File: src/rtl/synt_cal_pkg.sv
// Shared state encoding and default sizing for the RX synthesizer power-up / cap-bank calibration engine.
package synt_cal_pkg;

  localparam int CODE_W_DEF  = 6;
  localparam int PU_WAIT_DEF = 10;
  localparam int SETTLE_DEF  = 4;

  typedef enum logic [2:0] {
    S_OFF   = 3'd0,
    S_PWRUP = 3'd1,
    S_IDLE  = 3'd2,
    S_STEP  = 3'd3,
    S_WAIT  = 3'd4,
    S_DONE  = 3'd5
  } state_t;

  function automatic int max2(input int a, input int b);
    return (a > b) ? a : b;
  endfunction

endpackage

File: src/rtl/synt_cal_sync2.sv
// Two-flop synchronizer with asynchronous active-low clear; output lags the input by two clock edges.
module synt_cal_sync2 (
  input  logic i_clk,
  input  logic i_rst_n,
  input  logic i_d,
  output logic o_q
);

  logic [1:0] r_sync;

  always_ff @(posedge i_clk or negedge i_rst_n) begin
    if (!i_rst_n) r_sync <= 2'b00;
    else          r_sync <= {r_sync[0], i_d};
  end

  assign o_q = r_sync[1];

endmodule

File: src/rtl/synt_cal.sv
// Synthesizer power-up sequencer and MSB-first SAR search of the VCO coarse cap code.
// PU_WAIT cycles to IDLE, then CODE_W*(SETTLE+1) cycles per calibration; all outputs registered.
module synt_cal
  import synt_cal_pkg::*;
#(
  parameter int CODE_W  = CODE_W_DEF,
  parameter int PU_WAIT = PU_WAIT_DEF,
  parameter int SETTLE  = SETTLE_DEF
) (
  input  logic              i_clk,
  input  logic              i_rst_n,
  input  logic              i_pu_synt,
  input  logic              i_cal_synt,
  input  logic              i_cmp_fast,
  output logic              o_en_vco,
  output logic              o_cmp_en,
  output logic [CODE_W-1:0] o_cap_code,
  output logic              o_busy,
  output logic              o_rdy_synt
);

  localparam int CNT_W = $clog2(max2(PU_WAIT, SETTLE) + 1);
  localparam int IDX_W = $clog2(CODE_W);
  localparam logic [CODE_W-1:0] MID = {1'b1, {(CODE_W-1){1'b0}}};

  state_t            r_state, w_state;
  logic [CNT_W-1:0]  r_cnt, w_cnt;
  logic [IDX_W-1:0]  r_idx, w_idx, w_idx_dn;
  logic [CODE_W-1:0] r_code, w_code;
  logic              r_en_vco, r_search, r_rdy;
  logic              w_cmp_sync;

  synt_cal_sync2 u_sync_cmp (
    .i_clk   (i_clk),
    .i_rst_n (i_rst_n),
    .i_d     (i_cmp_fast),
    .o_q     (w_cmp_sync)
  );

  assign w_idx_dn = r_idx - IDX_W'(1);

  always_comb begin
    w_state = r_state;
    w_cnt   = r_cnt;
    w_idx   = r_idx;
    w_code  = r_code;
    // Losing power overrides everything, including an active calibration request.
    if (!i_pu_synt) begin
      w_state = S_OFF;
      w_cnt   = '0;
      w_idx   = '0;
      w_code  = MID;
    end else begin
      case (r_state)
        S_OFF: begin
          w_state = S_PWRUP;
          w_cnt   = CNT_W'(PU_WAIT - 1);
        end
        S_PWRUP: begin
          if (r_cnt == '0) w_state = S_IDLE;
          else             w_cnt   = r_cnt - CNT_W'(1);
        end
        S_IDLE: begin
          if (i_cal_synt) begin
            w_state = S_STEP;
            w_idx   = IDX_W'(CODE_W - 1);
            w_code  = MID;
          end
        end
        S_STEP: begin
          if (!i_cal_synt) begin
            w_state = S_IDLE;
            w_code  = MID;
          end else begin
            w_state = S_WAIT;
            w_cnt   = CNT_W'(SETTLE - 1);
          end
        end
        S_WAIT: begin
          if (!i_cal_synt) begin
            w_state = S_IDLE;
            w_code  = MID;
          end else if (r_cnt != '0) begin
            w_cnt = r_cnt - CNT_W'(1);
          end else begin
            // VCO still too fast keeps the added capacitance on this bit.
            w_code[r_idx] = w_cmp_sync;
            if (r_idx != '0) begin
              w_code[w_idx_dn] = 1'b1;
              w_idx            = w_idx_dn;
              w_state          = S_STEP;
            end else begin
              w_state = S_DONE;
            end
          end
        end
        S_DONE: begin
          if (!i_cal_synt) w_state = S_IDLE;
        end
        default: w_state = S_OFF;
      endcase
    end
  end

  always_ff @(posedge i_clk or negedge i_rst_n) begin
    if (!i_rst_n) begin
      r_state  <= S_OFF;
      r_cnt    <= '0;
      r_idx    <= '0;
      r_code   <= MID;
      r_en_vco <= 1'b0;
      r_search <= 1'b0;
      r_rdy    <= 1'b0;
    end else begin
      r_state  <= w_state;
      r_cnt    <= w_cnt;
      r_idx    <= w_idx;
      r_code   <= w_code;
      r_en_vco <= (w_state != S_OFF);
      r_search <= (w_state == S_STEP) || (w_state == S_WAIT);
      r_rdy    <= (w_state == S_DONE);
    end
  end

  assign o_en_vco   = r_en_vco;
  assign o_cmp_en   = r_search;
  assign o_busy     = r_search;
  assign o_rdy_synt = r_rdy;
  assign o_cap_code = r_code;

endmodule

File: config.mk
export PLATFORM = sky130hd
export DESIGN_NAME = synt_cal
export DESIGN_NICKNAME = d
export VERILOG_FILES = /design/src/rtl/synt_cal_pkg.sv /design/src/rtl/synt_cal_sync2.sv /design/src/rtl/synt_cal.sv
export SDC_FILE = /design/constraint.sdc
export NUM_CORES = 1
export LEC_CHECK = 0
export CORE_ASPECT_RATIO = 0.6
export CORE_MARGIN = 2
export CORE_UTILIZATION = 56
export CTS_CLUSTER_SIZE = 14
export DETAILED_ROUTE_END_ITERATION = 8
export DONT_BUFFER_PORTS = 1
export PLACE_DENSITY = 0.86
export SYNTH_ARGS = -nofsm -noshare
export SYNTH_HDL_FRONTEND = slang
export SYNTH_SLANG_ARGS = --single-unit
File: constraint.sdc
create_clock -name i_clk -period 2.1 [get_ports i_clk]
set_clock_uncertainty 0.1 [all_clocks]
set_input_delay 0.315 -clock i_clk [delete_from_list [all_inputs] [get_ports i_clk]]
set_output_delay 0.315 -clock i_clk [all_outputs]
set_load 0.05 [all_outputs]
==> impl_metrics.xml, run 1 <==
<?xml version="1.0" encoding="UTF-8"?>
<metrics>
  <group name="hold_path">
    <metric name="worst_hold_path_type" unit="">primary input to register</metric>
  </group>
  <group name="timing">
    <metric name="finalSetupTns" unit="ns">-0.0181</metric>
    <metric name="final-hold-violation-count" unit="">0</metric>
    <metric name="slew_headroom" unit="">0.357</metric>
    <metric name="setup_viol" unit="">1</metric>
    <metric name="finalMaxSlewViolations" unit="">0</metric>
    <metric name="grt_setup_unrepaired" unit="">true</metric>
    <metric name="time_the_worst_path_needs_with_i_o_delays_and_setup" unit="ns">2.12</metric>
    <metric name="worst_slew_pin_slew" unit="ns">0.961</metric>
    <metric name="timing.fmax" unit="GHz">0.472</metric>
    <metric name="fin_ws" unit="ns">-0.0181</metric>
    <metric name="layout_worst_path_cycle_share" unit="">1.01</metric>
  </group>
  <group name="power">
    <metric name="p_leak" unit="nW">0.728</metric>
    <metric name="share_clk_of_total_power" unit="">0.124</metric>
    <metric name="combPwrFrac" unit="">0.576</metric>
    <metric name="power_per_cell_area" unit="nW/um2">1320</metric>
    <metric name="power_report.internal_total" unit="mW">1.17</metric>
    <metric name="total_switching_power" unit="mW">1.09</metric>
    <metric name="power.share.sequential" unit="">0.300</metric>
    <metric name="totalPowerFinal" unit="mW">2.26</metric>
    <metric name="ir_worst_vdd" unit="mV">0.657</metric>
    <metric name="power_switching_share" unit="">0.481</metric>
  </group>
  <group name="final_layout">
    <metric name="postLayoutCellArea" unit="um2">1720</metric>
    <metric name="layout.cells.most_common" unit="">sky130_fd_sc_hd__dfrtp_1</metric>
    <metric name="layout-drive-gt1-share" unit="">0.232</metric>
    <metric name="syn2layout_area_growth" unit="%">16.7</metric>
    <metric name="most_used_cells_in_the_layout_excluding_fill_and_tap_cells" unit="">sky130_fd_sc_hd__dfrtp_1 (20), sky130_fd_sc_hd__buf_4 (19), sky130_fd_sc_hd__inv_1 (16)</metric>
    <metric name="antennaDiodeCount" unit="">0</metric>
    <metric name="fin_nets" unit="">191</metric>
  </group>
  <group name="placement">
    <metric name="dp.final_hpwl" unit="mm">2.88</metric>
    <metric name="pre_cts_slack" unit="ns">-0.0906</metric>
    <metric name="placement.io_buffers" unit="">0</metric>
    <metric name="placed_area" unit="um2">1570</metric>
    <metric name="globalplace.congestion" unit="">0.944</metric>
  </group>
  <group name="routing">
    <metric name="drc" unit="">0</metric>
    <metric name="met3_wl" unit="um">580</metric>
    <metric name="postRouteWirelength" unit="mm">4.50</metric>
    <metric name="avgRoutedWirePerCell" unit="um">21.1</metric>
    <metric name="met2_length" unit="mm">1.91</metric>
    <metric name="first_iter_violations" unit="">201</metric>
    <metric name="ant_nets" unit="">0</metric>
    <metric name="wirelength_met1" unit="mm">1.81</metric>
    <metric name="detail_route.vias_per_cell" unit="">7.05</metric>
    <metric name="top_routing_layer_in_use" unit="">met4</metric>
    <metric name="num_vias" unit="">1502</metric>
    <metric name="dr.pass1.iters" unit="">5</metric>
  </group>
  <group name="logic_synthesis">
    <metric name="synth_ff_type" unit="">sky130_fd_sc_hd__dfrtp_1</metric>
    <metric name="syn_area" unit="um2">1470</metric>
    <metric name="synth-seq-cells" unit="">21</metric>
    <metric name="synthesis.instances" unit="">164</metric>
    <metric name="post_synth_num_cell_types" unit="">53</metric>
    <metric name="post_synthesis_average_cell_area" unit="um2">8.97</metric>
    <metric name="synth_async_sr_flop_share" unit="">1.00</metric>
    <metric name="share_of_the_yosys_chip_area_belonging_to_registers" unit="">0.358</metric>
    <metric name="synth-edff-count" unit="">0</metric>
    <metric name="yosys_warnings" unit="">0</metric>
    <metric name="synth_nets" unit="">173</metric>
  </group>
  <group name="setup_path">
    <metric name="worstSetupEndpointType" unit="">register</metric>
    <metric name="timing_worst_setup_path_type" unit="">register to register</metric>
    <metric name="worstSetupStartpoint" unit="">r_state[2]$_DFF_PN0_</metric>
    <metric name="reg2reg_depth" unit="">5</metric>
    <metric name="critical_path.n_buffers_inverters" unit="">0</metric>
    <metric name="reg2reg_slack" unit="ns">-0.02</metric>
    <metric name="r2r-start" unit="">r_state[2]$_DFF_PN0_</metric>
    <metric name="worst_path_top_cell_family_by_delay" unit="">compound AO/OA/AOI/OAI gates</metric>
    <metric name="cp.required" unit="ns">2.17</metric>
    <metric name="crit_path_depth" unit="">5</metric>
    <metric name="worstPathMaxFanout" unit="">13</metric>
    <metric name="worstPathArrival" unit="ns">2.19</metric>
    <metric name="critPathMaxStageDelay" unit="ns">0.66</metric>
    <metric name="setup.worst_path.end" unit="">o_cap_code[0]$_DFFE_PN0P_</metric>
    <metric name="startpoint_type" unit="">register</metric>
    <metric name="worstPathCellList" unit="">xnor2_1 -&gt; and4b_1 -&gt; a41o_1 -&gt; a21bo_4 -&gt; a221oi_4</metric>
    <metric name="worst_r2r_endpoint" unit="">o_cap_code[0]$_DFFE_PN0P_</metric>
    <metric name="critPathSlowestCell" unit="">sky130_fd_sc_hd__dfrtp_1</metric>
  </group>
  <group name="clocking">
    <metric name="cts_max_path_buffers" unit="">2</metric>
    <metric name="tritoncts_clock_tree" unit="">built</metric>
    <metric name="cts_sinks" unit="">21</metric>
    <metric name="clk_latency" unit="ns">0.27</metric>
    <metric name="clk_pin_slew" unit="ns">0.09</metric>
    <metric name="cts_htree_levels" unit="">1</metric>
    <metric name="buffer_cell_driving_the_clock_tree_root" unit="">sky130_fd_sc_hd__clkbuf_8</metric>
    <metric name="tritoncts.num_buffers" unit="">3</metric>
  </group>
  <group name="global_routing">
    <metric name="grt_pass1_wl" unit="mm">6.69</metric>
    <metric name="grt_start_max_net_pins" unit="">22</metric>
    <metric name="initial_antenna_violation_count" unit="">0</metric>
    <metric name="number_of_global_route_vias_before_repair" unit="">1377</metric>
    <metric name="grt_remaining_overflow" unit="">0</metric>
    <metric name="grt_use_total" unit="">0.291</metric>
  </group>
  <group name="floorplan">
    <metric name="dieHeight" unit="um">43.7</metric>
    <metric name="die_outline_area" unit="um2">3070</metric>
    <metric name="fp-row-count" unit="">14</metric>
    <metric name="starting_density_of_the_core" unit="">0.587</metric>
    <metric name="boundaryPins" unit="">15</metric>
    <metric name="fp.coreArea" unit="um2">2500</metric>
    <metric name="die_w" unit="um">70.2</metric>
  </group>
  <group name="run_status">
    <metric name="failing_checks" unit="">negative setup slack</metric>
    <metric name="status" unit="">finished with violations</metric>
  </group>
  <group name="job">
    <metric name="drv.max_cap_violation_count" unit="">0</metric>
  </group>
</metrics>
layout make-up:
cell class,instances,area (um2)
clock buffers,3,41.3
clock inverters,1,5.00
fillers,191,788
inverters,18,67.6
multi-input cells,116,862
flip-flops and latches,21,527
well taps,32,40.0
repair buffers,22,174
what timing repair did:
action,CTS,global route
endpoints found under the setup margin,6,12
pin swaps,1,6
gates resized for setup,5,7
hold endpoints to repair,22,0
setup buffers,3,2
hold buffers,2,0
power groups by stage:
stage / Clock [mW] / Sequential, mW / Combinational [mW]
final: 0.279 / 0.678 / 1.30
after global routing: 0.297 / 0.691 / 1.36
after CTS: 0.280 / 0.664 / 1.14
after detailed placement: 0 / 0.670 / 1.05
after global placement: 0 / 0.662 / 1.01
after floorplan: 0 / 0.702 / 0.747
metrics by stage:
| step | std cells | util | hold slack [ns] |
|---|---|---|---|
| after global placement | 202 | 0.626 | -0.0801 |
| after CTS | 211 | 0.664 | 0.0682 |
| after detailed placement | 202 | 0.626 | -0.0801 |
| final | 213 | 0.685 | 0.0670 |
| after floorplan | 164 | - | -0.0806 |
| after global routing | 213 | 0.685 | 0.0670 |
cells by family (layout without fill, tap and decap cells):
group | after synthesis | in the layout | synth area share
AOI/OAI and AO/OA | 60 | 60 | 0.315
xor gates and xnor gates | 1 | 1 | 0.00595
adders and majority gates | 4 | 4 | 0.0340
buffers and inverters | 27 | 44 | 0.0842
DFF | 21 | 21 | 0.358
muxes | 1 | 1 | 0.00680
and+or+nand+nor | 50 | 50 | 0.196
synthesized netlist by cell type, drive strengths merged (2+ instances only):
| library cell | number | area share |
|---|---|---|
| nand2b | 8 | 0.034 |
| a21oi | 10 | 0.034 |
| o221a | 3 | 0.023 |
| ha | 4 | 0.034 |
| a2111oi | 2 | 0.012 |
| nand2 | 10 | 0.026 |
| nor3 | 7 | 0.024 |
| a211oi | 9 | 0.046 |
| o21ai | 11 | 0.037 |
| dfrtp | 20 | 0.34 |
| o22ai | 3 | 0.013 |
| nor4 | 2 | 0.0085 |
| a21boi | 2 | 0.010 |
| nor2b | 3 | 0.013 |
| a31oi | 2 | 0.0085 |
| inv | 18 | 0.046 |
| clkbuf | 3 | 0.0077 |
| nand3 | 3 | 0.010 |
| buf | 6 | 0.031 |
| nor2 | 8 | 0.026 |
| o21a | 2 | 0.010 |
| a221oi | 3 | 0.026 |
state kept, by name (all words and copies together) (netlist names):
name / cells
o_busy: 1
o_cap_code: 6
o_en_vco: 1
o_rdy_synt: 1
r_cnt: 4
r_idx: 3
r_state: 3
u_sync_cmp.r_sync: 2
metal layers:
| metal | GRT usage | vias to the layer above |
|---|---|---|
| met5 | 0 | - |
| li1 | - | 643 |
| met4 | 0.0923 | 0 |
| met3 | 0.112 | 32 |
| met2 | 0.469 | 122 |
| met1 | 0.370 | 705 |
how the worst min path moves through the flow:
stage              start  cells after the start  slack, ns                   end
6_report       i_pu_synt                      1       0.07  r_cnt[3]$_DFFE_PN0P_
2_1_floorplan    i_rst_n                      0      -0.08      o_busy$_DFF_PN0_
4_1_cts        i_pu_synt                      1       0.07  r_cnt[3]$_DFFE_PN0P_
3_5_place_dp     i_rst_n                      0      -0.08  r_idx[1]$_DFFE_PN0P_
3_3_place_gp     i_rst_n                      0      -0.08  r_cnt[0]$_DFFE_PN0P_
5_1_grt        i_pu_synt                      1       0.07  r_cnt[3]$_DFFE_PN0P_
worst reg2reg max path: stages (launching register included):
cell and delay, ns:
sky130_fd_sc_hd__dfrtp_1 0.66, sky130_fd_sc_hd__xnor2_1 0.21, sky130_fd_sc_hd__and4b_1 0.24, sky130_fd_sc_hd__a41o_1 0.25
sky130_fd_sc_hd__a21bo_4 0.27, sky130_fd_sc_hd__a221oi_4 0.31
No activity file was read; power rests on OpenSTA's default activity.
==> run 2, diff against run 1 <==
--- a/config.mk
+++ b/config.mk
@@ -12,6 +12,7 @@
 export DETAILED_ROUTE_END_ITERATION = 8
 export DONT_BUFFER_PORTS = 1
 export PLACE_DENSITY = 0.86
+export SLEW_MARGIN = 10
 export SYNTH_ARGS = -nofsm -noshare
 export SYNTH_HDL_FRONTEND = slang
 export SYNTH_SLANG_ARGS = --single-unit
==> results of run 2 <==
The final DEF is identical to that of run 1; final timing and power are the same.
==> run 3, diff against run 2 <==
--- a/config.mk
+++ b/config.mk
@@ -8,7 +8,6 @@
 export CORE_ASPECT_RATIO = 0.6
 export CORE_MARGIN = 2
 export CORE_UTILIZATION = 56
-export CTS_CLUSTER_SIZE = 14
 export DETAILED_ROUTE_END_ITERATION = 8
 export DONT_BUFFER_PORTS = 1
 export PLACE_DENSITY = 0.86
==> constraint.sdc (replaced) <==
create_clock -name i_clk -period 2.1 [get_ports i_clk]
set_clock_uncertainty 0.1 [all_clocks]
set_input_delay 0.315 -clock i_clk [delete_from_list [all_inputs] [get_ports i_clk]]
set_output_delay 0.315 -clock i_clk [all_outputs]
set_load 0.1 [all_outputs]
==> impl_metrics.xml, run 3 (same netlist as run 1, synthesis figures left out) <==
<?xml version="1.0" encoding="UTF-8"?>
<metrics>
  <group name="timing">
    <metric name="setup_viol" unit="">3</metric>
    <metric name="final-hold-violation-count" unit="">0</metric>
    <metric name="finalMaxSlewViolations" unit="">0</metric>
    <metric name="finalSetupTns" unit="ns">-0.0840</metric>
    <metric name="time_the_worst_path_needs_with_i_o_delays_and_setup" unit="ns">2.14</metric>
    <metric name="layout_worst_path_cycle_share" unit="">1.02</metric>
    <metric name="worst_slew_pin_slew" unit="ns">0.974</metric>
    <metric name="grt_setup_unrepaired" unit="">true</metric>
    <metric name="fin_ws" unit="ns">-0.0444</metric>
    <metric name="worst_hold_slack" unit="ns">0.0754</metric>
    <metric name="slew_headroom" unit="">0.349</metric>
    <metric name="timing.fmax" unit="GHz">0.466</metric>
  </group>
  <group name="setup_path">
    <metric name="worstPathMaxFanout" unit="">5</metric>
    <metric name="worstPathArrival" unit="ns">2.23</metric>
    <metric name="timing_worst_setup_path_type" unit="">register to register</metric>
    <metric name="startpoint_type" unit="">register</metric>
    <metric name="worstSetupEndpointType" unit="">register</metric>
    <metric name="cp.required" unit="ns">2.19</metric>
  </group>
  <group name="final_layout">
    <metric name="layout.cells.most_common" unit="">sky130_fd_sc_hd__buf_4</metric>
    <metric name="layout-drive-gt1-share" unit="">0.292</metric>
    <metric name="syn2layout_area_growth" unit="%">21.4</metric>
    <metric name="postLayoutCellArea" unit="um2">1790</metric>
    <metric name="largest_register_ffs" unit="">6</metric>
    <metric name="fin_nets" unit="">202</metric>
    <metric name="antennaDiodeCount" unit="">0</metric>
    <metric name="most_used_cells_in_the_layout_excluding_fill_and_tap_cells" unit="">sky130_fd_sc_hd__buf_4 (31), sky130_fd_sc_hd__dfrtp_1 (17), sky130_fd_sc_hd__inv_1 (16)</metric>
  </group>
  <group name="placement">
    <metric name="placement.io_buffers" unit="">0</metric>
    <metric name="placed_area" unit="um2">1620</metric>
    <metric name="dp.final_hpwl" unit="mm">2.64</metric>
    <metric name="globalplace.congestion" unit="">0.899</metric>
  </group>
  <group name="clocking">
    <metric name="tritoncts.num_buffers" unit="">3</metric>
    <metric name="clk_latency" unit="ns">0.27</metric>
    <metric name="clk_pin_slew" unit="ns">0.08</metric>
    <metric name="buffer_cell_driving_the_clock_tree_root" unit="">sky130_fd_sc_hd__clkbuf_8</metric>
    <metric name="cts_htree_levels" unit="">1</metric>
    <metric name="cts_max_path_buffers" unit="">2</metric>
    <metric name="tritoncts_clock_tree" unit="">built</metric>
    <metric name="cts_sinks" unit="">21</metric>
  </group>
  <group name="floorplan">
    <metric name="die_w" unit="um">70.2</metric>
    <metric name="die_outline_area" unit="um2">3070</metric>
    <metric name="starting_density_of_the_core" unit="">0.587</metric>
    <metric name="fp.coreArea" unit="um2">2500</metric>
    <metric name="dieHeight" unit="um">43.7</metric>
    <metric name="fp-row-count" unit="">14</metric>
    <metric name="boundaryPins" unit="">15</metric>
  </group>
  <group name="routing">
    <metric name="first_iter_violations" unit="">181</metric>
    <metric name="detail_route.vias_per_cell" unit="">6.83</metric>
    <metric name="avgRoutedWirePerCell" unit="um">19.2</metric>
    <metric name="postRouteWirelength" unit="mm">4.31</metric>
    <metric name="drc" unit="">0</metric>
    <metric name="dr.pass1.iters" unit="">6</metric>
    <metric name="num_vias" unit="">1529</metric>
    <metric name="ant_nets" unit="">0</metric>
  </group>
  <group name="hold_path">
    <metric name="worst_hold_path_type" unit="">primary input to register</metric>
  </group>
  <group name="global_routing">
    <metric name="grt_pass1_wl" unit="mm">6.34</metric>
    <metric name="initial_antenna_violation_count" unit="">0</metric>
    <metric name="grt_use_total" unit="">0.265</metric>
    <metric name="grt_remaining_overflow" unit="">0</metric>
    <metric name="grt_start_max_net_pins" unit="">22</metric>
    <metric name="number_of_global_route_vias_before_repair" unit="">1341</metric>
  </group>
  <group name="power">
    <metric name="ir_worst_vdd" unit="mV">0.651</metric>
    <metric name="power_per_cell_area" unit="nW/um2">1360</metric>
    <metric name="p_leak" unit="nW">0.765</metric>
  </group>
  <group name="job">
    <metric name="drv.max_cap_violation_count" unit="">0</metric>
  </group>
  <group name="run_status">
    <metric name="failing_checks" unit="">negative setup slack</metric>
    <metric name="status" unit="">finished with violations</metric>
  </group>
</metrics>
[run 3: cell types whose count changed in the layout (fill, tap and decap cells not counted), sizes merged]
cell	previous run	this run
buf	20	31
[run 3: power by group]
group / internal, mW / total [mW] / switching [mW]
logic: 0.587 / 1.50 / 0.912
clock network: 0.133 / 0.277 / 0.144
registers: 0.497 / 0.657 / 0.159
[run 3: stage by stage]
step,util,power (mW),worst slack (ns),std cells
3_5_place_dp,0.647,1.90,-0.0299,209
3_3_place_gp,0.647,1.86,-0.0647,209
6_report,0.713,2.43,-0.0444,224
2_1_floorplan,-,1.61,0.0338,164
5_1_grt,0.713,2.53,-0.100,224
4_1_cts,0.689,2.27,0.00815,220
[run 3: cell type report]
type                    count  area (um2)
inverters                  18        67.6
flip-flops and latches     21         531
clock inverters             1        5.00
repair buffers             33         253
multi-input cells         116         850
well taps                  32        40.0
clock buffers               3        41.3
fillers                   156         718
[run 3: critical path: stages, from the launching register on]
cell	delay [ns]
sky130_fd_sc_hd__dfrtp_1	0.42
sky130_fd_sc_hd__inv_2	0.11
sky130_fd_sc_hd__ha_4	0.14
sky130_fd_sc_hd__nor3b_4	0.31
sky130_fd_sc_hd__o21ai_2	0.10
sky130_fd_sc_hd__a41o_1	0.30
sky130_fd_sc_hd__a2111oi_1	0.47
sky130_fd_sc_hd__a211oi_1	0.10
[run 3: repair_timing]
item | CTS | global route
hold buffers | 2 | 0
resized for setup | 0 | 12
setup buffers | 5 | 4
endpoints found under the setup margin | 7 | 12
endpoints found under the hold margin | 22 | 0
pin swaps | 3 | 4
[run 3: path summary, 6_finish.rpt]
check,startpoint,to,slack [ns],cells after the start
setup / recovery,r_cnt[1]$_DFFE_PN0P_,o_cap_code[5]$_DFFE_PN1P_,-0.04,7
hold / removal,i_pu_synt,r_idx[2]$_DFFE_PN0P_,0.08,1
setup reg to reg,r_cnt[1]$_DFFE_PN0P_,o_cap_code[5]$_DFFE_PN1P_,-0.04,7
hold reg to reg,u_sync_cmp.r_sync[0]$_DFF_PN0_,u_sync_cmp.r_sync[1]$_DFF_PN0_,0.25,0
max in group asynchronous,i_rst_n,r_state[2]$_DFF_PN0_,0.69,1
min in group asynchronous,i_rst_n,r_cnt[0]$_DFFE_PN0P_,0.54,1
[run 3: per-layer routing]
metal  global-route usage  wire (um)
met1                0.365       1690
met2                0.410       1910
met3               0.0953        609
met4               0.0538         93
met5                    0          0
